**config.mk**
```make
export PLATFORM = sky130hd
export DESIGN_NAME = rr_mux_arbiter
export DESIGN_NICKNAME = d
export VERILOG_FILES = /design/src/rtl/rr_mux_arbiter_pkg.sv /design/src/rtl/rr_mux_arbiter_mux.sv /design/src/rtl/rr_mux_arbiter.sv
export SDC_FILE = /design/constraint.sdc
export NUM_CORES = 1
export LEC_CHECK = 0
export CORE_UTILIZATION = 60
export CTS_CLUSTER_DIAMETER = 80
export DETAILED_ROUTE_END_ITERATION = 12
export DONT_BUFFER_PORTS = 1
export GPL_ROUTABILITY_DRIVEN = 0
export PLACE_DENSITY_LB_ADDON = 0.2
export RECOVER_POWER = 50
export SETUP_SLACK_MARGIN = 0.1
export SLEW_MARGIN = 30
export SYNTH_ARGS = -nofsm -noshare
export SYNTH_HDL_FRONTEND = slang
export SYNTH_SLANG_ARGS = --single-unit
```
**constraint.sdc**
```tcl
create_clock -name clk -period 2.8 [get_ports clk]
set_clock_uncertainty 0.05 [all_clocks]
set_input_delay 0.84 -clock clk [delete_from_list [all_inputs] [get_ports clk]]
set_output_delay 0.84 -clock clk [all_outputs]
set_load 0.05 [all_outputs]
```
**src/rtl/rr_mux_arbiter_pkg.sv**
```systemverilog
// Shared types and the round-robin pick helper for the muxed-bus arbiter.
package mux_arb_pkg;

    typedef enum logic {IDLE, GRANT} arb_state_t;

    // First requester at or after ptr, wrapping over n slots; returns ptr when none request.
    function automatic int rr_pick(input logic [31:0] req, input int ptr, input int n);
        int  idx;
        bit  found;
        rr_pick = ptr;
        found   = 1'b0;
        for (int k = 0; k < 32; k++) begin
            if (k < n) begin
                idx = (ptr + k) % n;
                if (!found && req[idx[4:0]]) begin
                    rr_pick = idx;
                    found   = 1'b1;
                end
            end
        end
    endfunction

endpackage

```
**src/rtl/rr_mux_arbiter_mux.sv**
```systemverilog
// Plain N:1 data selector; the arbiter drives its select.
module Mux #(
    parameter int SELECT_BITS = 2,
    parameter int WIDTH       = 16
) (
    input  logic [2**SELECT_BITS-1:0][WIDTH-1:0] in,
    input  logic [SELECT_BITS-1:0]               select,
    output logic [WIDTH-1:0]                     out
);

    assign out = in[select];

endmodule

```
**src/rtl/rr_mux_arbiter.sv**
```systemverilog
// Round-robin arbiter: grants one requester a burst on the shared datapath, then rotates.
module rr_mux_arbiter
    import mux_arb_pkg::*;
#(
    parameter int SELECT_BITS = 2,
    parameter int WIDTH       = 16,
    parameter int MAX_BEATS   = 4
) (
    input  logic                                 clk,
    input  logic                                 reset,
    input  logic [2**SELECT_BITS-1:0]            req,
    input  logic [2**SELECT_BITS-1:0]            last,
    input  logic [2**SELECT_BITS-1:0][WIDTH-1:0] in,
    input  logic                                 out_ready,
    output logic                                 out_valid,
    output logic [WIDTH-1:0]                     out,
    output logic [2**SELECT_BITS-1:0]            ack,
    output logic [SELECT_BITS-1:0]               grant_sel,
    output logic                                 busy
);

    localparam int N      = 2**SELECT_BITS;
    localparam int BEAT_W = $clog2(MAX_BEATS + 1);

    arb_state_t             state_reg;
    logic [SELECT_BITS-1:0] ptr_reg;
    logic [SELECT_BITS-1:0] grant_sel_reg;
    logic [BEAT_W-1:0]      beats_reg;
    logic [BEAT_W-1:0]      beats_next;
    logic [SELECT_BITS-1:0] winner;
    logic                   transfer;
    logic                   owner_req;
    logic                   release_burst;

    assign winner    = SELECT_BITS'(rr_pick(32'(req), int'(ptr_reg), N));
    assign owner_req = req[grant_sel_reg];

    // Gated by reset so a reset landing mid-burst never completes a beat.
    assign out_valid = (state_reg == GRANT) && owner_req && !reset;
    assign transfer  = out_valid && out_ready;

    assign beats_next    = beats_reg + 1'b1;
    assign release_burst = last[grant_sel_reg] || (beats_next == BEAT_W'(MAX_BEATS));

    assign busy      = (state_reg == GRANT);
    assign grant_sel = grant_sel_reg;

    generate
        for (genvar gi = 0; gi < N; gi++) begin : g_ack
            assign ack[gi] = transfer && (grant_sel_reg == SELECT_BITS'(gi));
        end
    endgenerate

    Mux #(
        .SELECT_BITS (SELECT_BITS),
        .WIDTH       (WIDTH)
    ) u_mux (
        .in     (in),
        .select (grant_sel_reg),
        .out    (out)
    );

    always_ff @(posedge clk) begin
        if (reset) begin
            state_reg     <= IDLE;
            ptr_reg       <= '0;
            grant_sel_reg <= '0;
            beats_reg     <= '0;
        end else begin
            case (state_reg)
                IDLE: begin
                    if (|req) begin
                        grant_sel_reg <= winner;
                        beats_reg     <= '0;
                        state_reg     <= GRANT;
                    end
                end
                GRANT: begin
                    // A withdrawn owner gives up the bus just like a finished burst.
                    if (!owner_req) begin
                        state_reg <= IDLE;
                        ptr_reg   <= grant_sel_reg + 1'b1;
                        beats_reg <= '0;
                    end else if (transfer) begin
                        if (release_burst) begin
                            state_reg <= IDLE;
                            ptr_reg   <= grant_sel_reg + 1'b1;
                            beats_reg <= '0;
                        end else begin
                            beats_reg <= beats_next;
                        end
                    end
                end
                default: state_reg <= IDLE;
            endcase
        end
    end

endmodule

```
==> results of run 1 <==
## metal layers
metal | global-route usage, % | vias to the layer above
li1 | - | 393
met1 | 31.8 | 409
met2 | 39.4 | 49
met3 | 6.67 | 2
met4 | 7.27 | 0
met5 | 0 | -
## worst reg2reg max path, cell delays in order, from the launching register on
cell and delay [ns]:
dfxtp_1 0.36, buf_4 0.39, mux2i_1 0.28, nor2_1 0.06, a2111oi_0 0.73, nand2_1 0.15, o22ai_1 0.17
## cells by family (layout without fill, tap and decap cells)
family / after synthesis / count (layout) / share of synthesized area, %
AO/OA/AOI/OAI: 18 / 18 / 14.7
XOR/XNOR: 1 / 1 / 0.831
adder cells (fa/ha/maj): 6 / 6 / 7.12
buffers and inverters: 14 / 18 / 5.57
flip-flops: 8 / 8 / 15.2
multiplexers: 22 / 22 / 41.0
AND/OR/NAND/NOR: 30 / 30 / 15.5
## power by group through the flow
| stage | clock (mW) | combinational [mW] | sequential [mW] |
|---|---|---|---|
| 5_1_grt | 0.0924 | 0.342 | 0.134 |
| 3_5_place_dp | 0 | 0.334 | 0.135 |
| 6_report | 0.0851 | 0.325 | 0.132 |
| 3_3_place_gp | 0 | 0.332 | 0.135 |
| 2_1_floorplan | 0 | 0.284 | 0.153 |
| 4_1_cts | 0.0901 | 0.334 | 0.133 |
## worst paths after layout
kind                                     to  slack (ns)  cells past startpoint
setup / recovery                     ack[1]        0.08                      3
hold / removal    beats_reg[2]$_SDFFE_PP0P_        0.44                      1
setup reg to reg  beats_reg[0]$_SDFFE_PP0P_        0.53                      6
hold reg to reg   beats_reg[2]$_SDFFE_PP0P_        0.44                      1
## synthesized netlist by cell type, types with 2 or more instances
master     instances  area (um2)
buf_2              2        10.0
inv_1              8        30.0
and3_1             2        12.5
nor2_1             9        33.8
o22ai_1            5        31.3
a21oi_1            2        10.0
ha_1               6        75.1
mux4_2            17         383
nor2b_1            2        12.5
o2bb2ai_1          2        17.5
nand2_1            3        11.3
o21ai_0            4        20.0
dfxtp_1            8         160
and2_1             5        31.3
mux2i_1            5        50.1
nand2b_1           3        18.8
## stage by stage
stage               area (um2)  setup slack, ns  hold WS, ns  std cells
detailed placement        1110           0.0758        0.429        116
global placement          1110           0.0714        0.428        116
floorplan                 1060           0.0772        0.414         99
finish                    1100           0.0750        0.437        119
CTS                       1140           0.0752        0.441        119
global route              1100           0.0349        0.457        119
## layout by cell type (no fill, tap or decap)
master	count
a2111oi_0	1
a211oi_1	1
a21oi_1	2
a222oi_1	1
and2_1	1
and2_2	4
and3_1	2
buf_12	1
buf_4	2
clkbuf_1	2
clkbuf_4	4
dfxtp_1	8
ha_1	6
inv_1	7
inv_2	2
mux2i_1	5
mux4_2	17
nand2_1	3
nand2b_1	3
nand3_1	1
nand3b_1	1
nand3b_4	1
nor2_1	9
nor2b_1	2
nor3_1	1
nor4_1	1
o21ai_0	4
o21ba_2	1
o22ai_1	5
o2bb2ai_1	2
o31ai_1	1
or3b_2	1
xor2_1	1
## area by class of cell
| class | instances | area (um2) |
|---|---|---|
| clock buffer | 3 | 22.5 |
| fill | 121 | 473 |
| inverter | 9 | 33.8 |
| multi-input combinational | 77 | 817 |
| sequential | 8 | 160 |
| tap | 16 | 20.0 |
| timing repair buffer | 6 | 50.0 |
## timing repair
action,CTS,global route
gates cloned,0,0
resized for setup,0,2
setup endpoints to repair,4,5
==> qor.yml, run 1 <==
critical_path:
  cp-start-kind: "input port"
  cp_slowest_stage_delay_ns: 0.46
  required_ns: 1.91
  cp_max_fo: 8
  critPathTopFamily: "simple AND/OR/NAND/NOR gates"
  reg2reg_from: "grant_sel[1]$_SDFFE_PP0P_"
  critPathLaunch: "req[3]"
  end_kind: "primary output"
  crit_chain: "mux4_2, and3_1, and2_2"
  arrival_ns: 1.83
  crit_buf_inv: 0
  path_class: "input port to primary output"
  slowest_stage: "mux4_2"
synth:
  synth_warnings: 0
  netlist_area_mm2: 0.00105
  synth_edf_count: 0
  ys_seq_elements: 8
  postSynthNetCount: 180
  synth_cells: 99
  ys_seq_area_share_pct: 15.2
  synth-async-reset-ratio_pct: 0
  syn_area_per_cell_um2: 10.7
  synth_ff_type: "dfxtp_1"
  synth_cell_type_count: 32
status:
  violations: "DRC"
  status: "finished, violations left"
sta:
  slew_violations: 0
  min_period_over_period_pct: 97.3
  timing.final.crit_period_ns: 2.72
  final-setup-viol-count: 0
  setup_tns_ns: 0
  max_clock_freq_mhz: 367
  rsz0062_at_grt: "yes"
  maxSlewHeadroom_pct: 44.1
  final_hold_viol_count: 0
  worstMarginPinSlew_ns: 0.817
floorplan:
  io_pins: 99
  die_h_um: 43.9
  die_width_um: 43.9
  fp.coreArea_mm2: 0.00158
  row_count: 14
  die_area_mm2: 0.00193
  start_util_pct: 66.9
drt:
  drt_pass1_iterations: 8
  top_layer_used: "met4"
  wl_met1_um: 945
  wl_met2_mm: 1.24
  drtIter0Drc: 28
  avgViaCountPerCell: 7.17
  wire_per_inst_um: 20.6
  wl_met3_um: 242
  drc_errors: 8
  vias: 853
  drt-total-wl_mm: 2.45
  ant_nets: 0
worst_hold_path:
  min-delay-start: "beats_reg[2]$_SDFFE_PP0P_"
  min_path_type: "flop to flop"
pwr:
  pwr_density_cell_mw_per_mm2: 492
  power_frac_seq_pct: 24.3
  combPwrFrac_pct: 60.0
  pwr-share-clk_pct: 15.7
  vdd_drop_max_v: 0.000411
  power_leakage_nw: 0.429
  p_sw_share_pct: 50.1
  switching_power_mw: 0.272
  p_int_mw: 0.271
  p_total_mw: 0.543
grt:
  grt_pass1_wl_mm: 3.42
  gr-total-overflow: 0
  grt_pass1_vias: 765
  antenna_found_initial: 0
  grt_util_all_layers_pct: 24.3
  grt_max_degree: 24
clocking:
  cts_root_buf: "clkbuf_4"
  clkSinkCount: 8
  post-cts-setup-buffer-count: 0
  postCtsHoldBufs: 0
  insertion_delay_ns: 0.25
  cts.htree.levels: 1
  clk_pin_slew_ns: 0.05
  clockBufferDepth: 2
  cts_buffers: 3
  cts_tree: "built"
final_layout:
  syn_to_final_growth_pct: 4.63
  antennaDiodeCount: 0
  largest_reg_flops: 3
  nets: 186
  layout-drive-gt1-share_pct: 32.0
  fin_util_pct: 70.0
placed_design:
  numPortBuffers: 0
  dp_hpwl_mm: 2.05
job:
  maxCapViolations: 0
(Power assumes the default switching activity.)
==> run 2, diff against run 1 <==
--- a/config.mk
+++ b/config.mk
@@ -17,3 +17,4 @@
 export SYNTH_ARGS = -nofsm -noshare
 export SYNTH_HDL_FRONTEND = slang
 export SYNTH_SLANG_ARGS = --single-unit
+export TNS_END_PERCENT = 10
==> qor.yml, run 2 (synthesis gave the netlist of run 1 again) <==
status:
  status: "finished, violations left"
  violations: "DRC"
drt:
  vias: 853  # unchanged
  drt-total-wl_mm: 2.41  # -1.6%
  wl_met3_um: 251  # +3.7%
  wl_met2_mm: 1.21  # -2.8%
  wl_met1_um: 933  # -1.3%
  top_layer_used: "met4"
  wire_per_inst_um: 20.3  # -1.6%
  drtIter0Drc: 28  # unchanged
  avgViaCountPerCell: 7.17  # unchanged
  ant_nets: 0  # unchanged
  drc_errors: 8  # unchanged
  drt_pass1_iterations: 8  # unchanged
critical_path:
  cp_max_fo: 8  # unchanged
  end_kind: "primary output"
  cp-start-kind: "input port"
  path_class: "input port to primary output"
  arrival_ns: 1.84  # about the same
  required_ns: 1.91  # about the same
  r2r_slack_ns: 0.53  # about the same
  rr_worst_depth: 6  # unchanged
grt:
  grt_max_degree: 24  # unchanged
  gr-total-overflow: 0  # unchanged
  grt_pass1_vias: 765  # unchanged
  grt_util_all_layers_pct: 24.3  # unchanged
  antenna_found_initial: 0  # unchanged
  grt_pass1_wl_mm: 3.42  # unchanged
worst_hold_path:
  whs_path_depth: 1  # unchanged
  min_path_type: "flop to flop"
sta:
  worstMarginPinSlew_ns: 0.818  # +0.000311 ns
  final-setup-viol-count: 0  # unchanged
  setup_tns_ns: 0  # unchanged
  min_period_over_period_pct: 97.4  # about the same
  slew_violations: 0  # unchanged
  rsz0062_at_grt: "yes"
  final_hold_viol_count: 0  # unchanged
  timing.final.crit_period_ns: 2.73  # +0.00205 ns
  max_clock_freq_mhz: 367  # about the same
  maxSlewHeadroom_pct: 44.1  # about the same
clocking:
  cts_buffers: 3  # unchanged
  postCtsHoldBufs: 0  # unchanged
  clockBufferDepth: 2  # unchanged
  ctsResizeCount: 0  # unchanged
  cts.htree.levels: 1  # unchanged
  clkSinkCount: 8  # unchanged
  insertion_delay_ns: 0.25  # about the same
  cts_tree: "built"
  clk_pin_slew_ns: 0.05  # about the same
  cts_root_buf: "clkbuf_4"
  post-cts-setup-buffer-count: 0  # unchanged
final_layout:
  nets: 186  # unchanged
  largest_reg_flops: 3  # unchanged
  nFillCells: 123  # +1.7%
  final_common_cell: "mux4_2"
  fin_util_pct: 69.4  # -0.56 points
  antennaDiodeCount: 0  # unchanged
  layout-drive-gt1-share_pct: 31.1  # -0.97 points
  syn_to_final_growth_pct: 3.80
  final_cell_mix: "mux4_2 (17), nor2_1 (9), inv_1 (8), dfxtp_1 (8), ha_1 (6)"
floorplan:
  row_count: 14  # unchanged
  die_h_um: 43.9  # unchanged
  start_util_pct: 66.9  # unchanged
  die_width_um: 43.9  # unchanged
  io_pins: 99  # unchanged
  fp.coreArea_mm2: 0.00158  # unchanged
  die_area_mm2: 0.00193  # unchanged
pwr:
  power_leakage_nw: 0.420  # -2.0%
  pwr_density_cell_mw_per_mm2: 493  # +0.27%
  vdd_drop_max_v: 0.000410  # about the same
placed_design:
  dp_hpwl_mm: 2.05  # unchanged
  numPortBuffers: 0  # unchanged
job:
  maxCapViolations: 0  # unchanged
-- run 2: layer usage --
layer	vias to the layer above	global-route usage, %
met5	-	0
met4	0	7.27
met3	2	6.67
met2	49	39.4
met1	408	31.8
li1	394	-
-- run 2: final cells by class --
class                   count  area [um2]  share of cell area (%)
inverters                   9        33.8                    3.09
clock buffers               3        22.5                    2.06
well taps                  16        20.0                    1.83
multi-input cells          77         808                    73.8
repair buffers              6        50.0                    4.57
flip-flops and latches      8         160                    14.6
-- run 2: final timing paths --
check | startpoint | end
hold / removal | beats_reg[2]$_SDFFE_PP0P_ | beats_reg[2]$_SDFFE_PP0P_
setup reg to reg | grant_sel[1]$_SDFFE_PP0P_ | beats_reg[0]$_SDFFE_PP0P_
setup / recovery | req[3] | ack[1]
hold reg to reg | beats_reg[2]$_SDFFE_PP0P_ | beats_reg[2]$_SDFFE_PP0P_
-- run 2: report_power, final --
group	leakage, nW	switching, mW	internal (mW)
Combinational	0.341	0.225	0.0984
Clock	0.0138	0.0361	0.0488
Sequential	0.0655	0.00891	0.123
Total	0.420	0.270	0.270
-- run 2: worst max-delay path, cell delays in order --
cell and delay (ns):
mux4_2 0.46, and3_1 0.22, and2_2 0.31
-- run 2: per-stage QoR --
step           hold WS, ns  cell area [um2]  instances  total power [mW]  setup slack (ns)
2_1_floorplan        0.414             1060         99             0.436            0.0772
3_3_place_gp         0.428             1110        116             0.467            0.0714
3_5_place_dp         0.429             1110        116             0.470            0.0758
4_1_cts              0.441             1140        119             0.557            0.0752
5_1_grt              0.457             1090        119             0.565            0.0349
6_report             0.437             1090        119             0.540            0.0730
==> run 3, diff against run 2 <==
--- a/config.mk
+++ b/config.mk
@@ -5,7 +5,7 @@
 export SDC_FILE = /design/constraint.sdc
 export NUM_CORES = 1
 export LEC_CHECK = 0
-export CORE_UTILIZATION = 60
+export CORE_UTILIZATION = 58
 export CTS_CLUSTER_DIAMETER = 80
 export DETAILED_ROUTE_END_ITERATION = 12
 export DONT_BUFFER_PORTS = 1
==> qor.yml, run 3 (synthesis gave the netlist of run 1 again) <==
critical_path:
  cp-start-kind: "input port"
  rr_worst_depth: 6  # unchanged
  reg2reg_from: "grant_sel[1]$_SDFFE_PP0P_"
  arrival_ns: 1.85  # about the same
  r2r-end: "beats_reg[0]$_SDFFE_PP0P_"
  path_class: "input port to primary output"
  required_ns: 1.91  # about the same
  end_kind: "primary output"
  cp_max_fo: 8  # unchanged
  r2r_slack_ns: 0.49  # -0.04 ns
final_layout:
  syn_to_final_growth_pct: 6.52
  layout-drive-gt1-share_pct: 33.0  # +1.9 points
  final_cells: 128  # +7.6%
  final_common_cell: "mux4_2"
  largest_reg_flops: 3  # unchanged
  final_cell_mix: "mux4_2 (17), nor2_1 (9), inv_1 (8)"
  nets: 186  # unchanged
  fin_util_pct: 65.8  # -3.7 points
  antennaDiodeCount: 0  # unchanged
floorplan:
  die_width_um: 44.6  # +1.6%
  start_util_pct: 61.8  # -5.1 points
  row_count: 15  # +1
  die_h_um: 44.6  # +1.6%
  fp.coreArea_mm2: 0.00171  # +8.3%
  io_pins: 99  # unchanged
  die_area_mm2: 0.00199  # +3.3%
pwr:
  p_sw_share_pct: 49.9  # -0.12 points
  p_total_mw: 0.549  # +1.8%
  power_leakage_nw: 0.428  # +1.9%
  power_frac_seq_pct: 25.0  # +0.6 points
  pwr-share-clk_pct: 15.7  # about the same
  pwr_density_cell_mw_per_mm2: 489  # -0.82%
  vdd_drop_max_v: 0.000327  # -20%
  p_int_mw: 0.275  # +2.0%
  combPwrFrac_pct: 59.3  # -0.6 points
  switching_power_mw: 0.274  # +1.5%
sta:
  final_hold_viol_count: 0  # unchanged
  maxSlewHeadroom_pct: 48.8  # +4.7 points
  min_period_over_period_pct: 97.7  # +0.31 points
  timing.final.crit_period_ns: 2.74  # +0.00856 ns
  setup_ws_ns: 0.0644  # -0.00856 ns
  setup_tns_ns: 0  # unchanged
  worstMarginPinSlew_ns: 0.749  # -0.0687 ns
  rsz0062_at_grt: "yes"
  max_clock_freq_mhz: 366  # -0.31%
  final-setup-viol-count: 0  # unchanged
  slew_violations: 0  # unchanged
drt:
  ant_nets: 0  # unchanged
  drt-total-wl_mm: 2.57  # +6.6%
  wire_per_inst_um: 20.1  # -0.94%
  vias: 887  # +4.0%
  avgViaCountPerCell: 6.93  # -3.3%
  drt_pass1_iterations: 4  # -4
  drtIter0Drc: 29  # +3.6%
  drc_errors: 0  # -8
clocking:
  cts_buffers: 3  # unchanged
  post-cts-setup-buffer-count: 0  # unchanged
  postCtsHoldBufs: 0  # unchanged
  cts_tree: "built"
  clockBufferDepth: 2  # unchanged
  clk_pin_slew_ns: 0.05  # about the same
  clkSinkCount: 8  # unchanged
  cts_root_buf: "clkbuf_4"
  insertion_delay_ns: 0.25  # about the same
  cts.htree.levels: 1  # unchanged
  ctsResizeCount: 0  # unchanged
worst_hold_path:
  min-delay-start: "beats_reg[2]$_SDFFE_PP0P_"
  min_path_type: "flop to flop"
  whs_path_depth: 1  # unchanged
  whs_endpoint: "beats_reg[2]$_SDFFE_PP0P_"
placed_design:
  numPortBuffers: 0  # unchanged
  dp_slack_ns: 0.0697  # -0.00613 ns
  placed_cells: 125  # +7.8%
  dp_hpwl_mm: 2.17  # +5.8%
grt:
  grt_max_degree: 24  # unchanged
  grt_pass1_wl_mm: 3.48  # +1.6%
  gr-total-overflow: 0  # unchanged
  grt_util_all_layers_pct: 24.6  # +0.27 points
  antenna_found_initial: 0  # unchanged
  grt_pass1_vias: 791  # +3.4%
job:
  maxCapViolations: 0  # unchanged
status:
  status: "finished, final reports clean"
==> run 3: cell count changes in the layout (fill, tap and decap cells not counted), sizes merged <==
cell    change
buf         +2
clkbuf      -2
==> run 3: layout make-up <==
type | instances | area, um2
fill | 126 | 584
tap | 25 | 31.3
timing repair buffer | 6 | 66.3
multi-input combinational | 77 | 808
sequential | 8 | 161
clock buffer | 3 | 22.5
inverter | 9 | 33.8
==> run 3: critical path, cell delays in order <==
cell	delay [ns]
mux4_2	0.47
and3_1	0.23
and2_2	0.31
==> run 3: worst max-delay path by stage <==
stage	from	to	slack, ns	cells after the start
after floorplan	req[3]	ack[0]	0.08	3
after CTS	req[3]	ack[0]	0.07	3
after detailed placement	req[3]	ack[0]	0.07	3
after global routing	req[3]	ack[0]	0.06	3
after global placement	req[3]	ack[0]	0.08	3
final	req[3]	ack[0]	0.06	3
==> run 3: power by group through the flow <==
| stage | logic, mW | clock network [mW] | registers [mW] |
|---|---|---|---|
| after global placement | 0.331 | 0 | 0.141 |
| after CTS | 0.334 | 0.0888 | 0.139 |
| after detailed placement | 0.333 | 0 | 0.141 |
| after floorplan | 0.284 | 0 | 0.153 |
| after global routing | 0.340 | 0.0942 | 0.139 |
| final | 0.326 | 0.0863 | 0.137 |
==> run 3: per-layer routing <==
layer | up-vias | wire length, um | GRT usage (%)
li1 | 392 | - | -
met1 | 430 | 944 | 31.4
met2 | 61 | 1330 | 42.6
met3 | 4 | 262 | 4.90
met4 | 0 | 32 | 5.45
met5 | - | 0 | 0
==> run 3: through the flow <==
step	cell area [um2]	hold WS, ns
2_1_floorplan	1060	0.414
3_3_place_gp	1140	0.425
3_5_place_dp	1140	0.432
4_1_cts	1160	0.441
5_1_grt	1120	0.462
6_report	1120	0.449
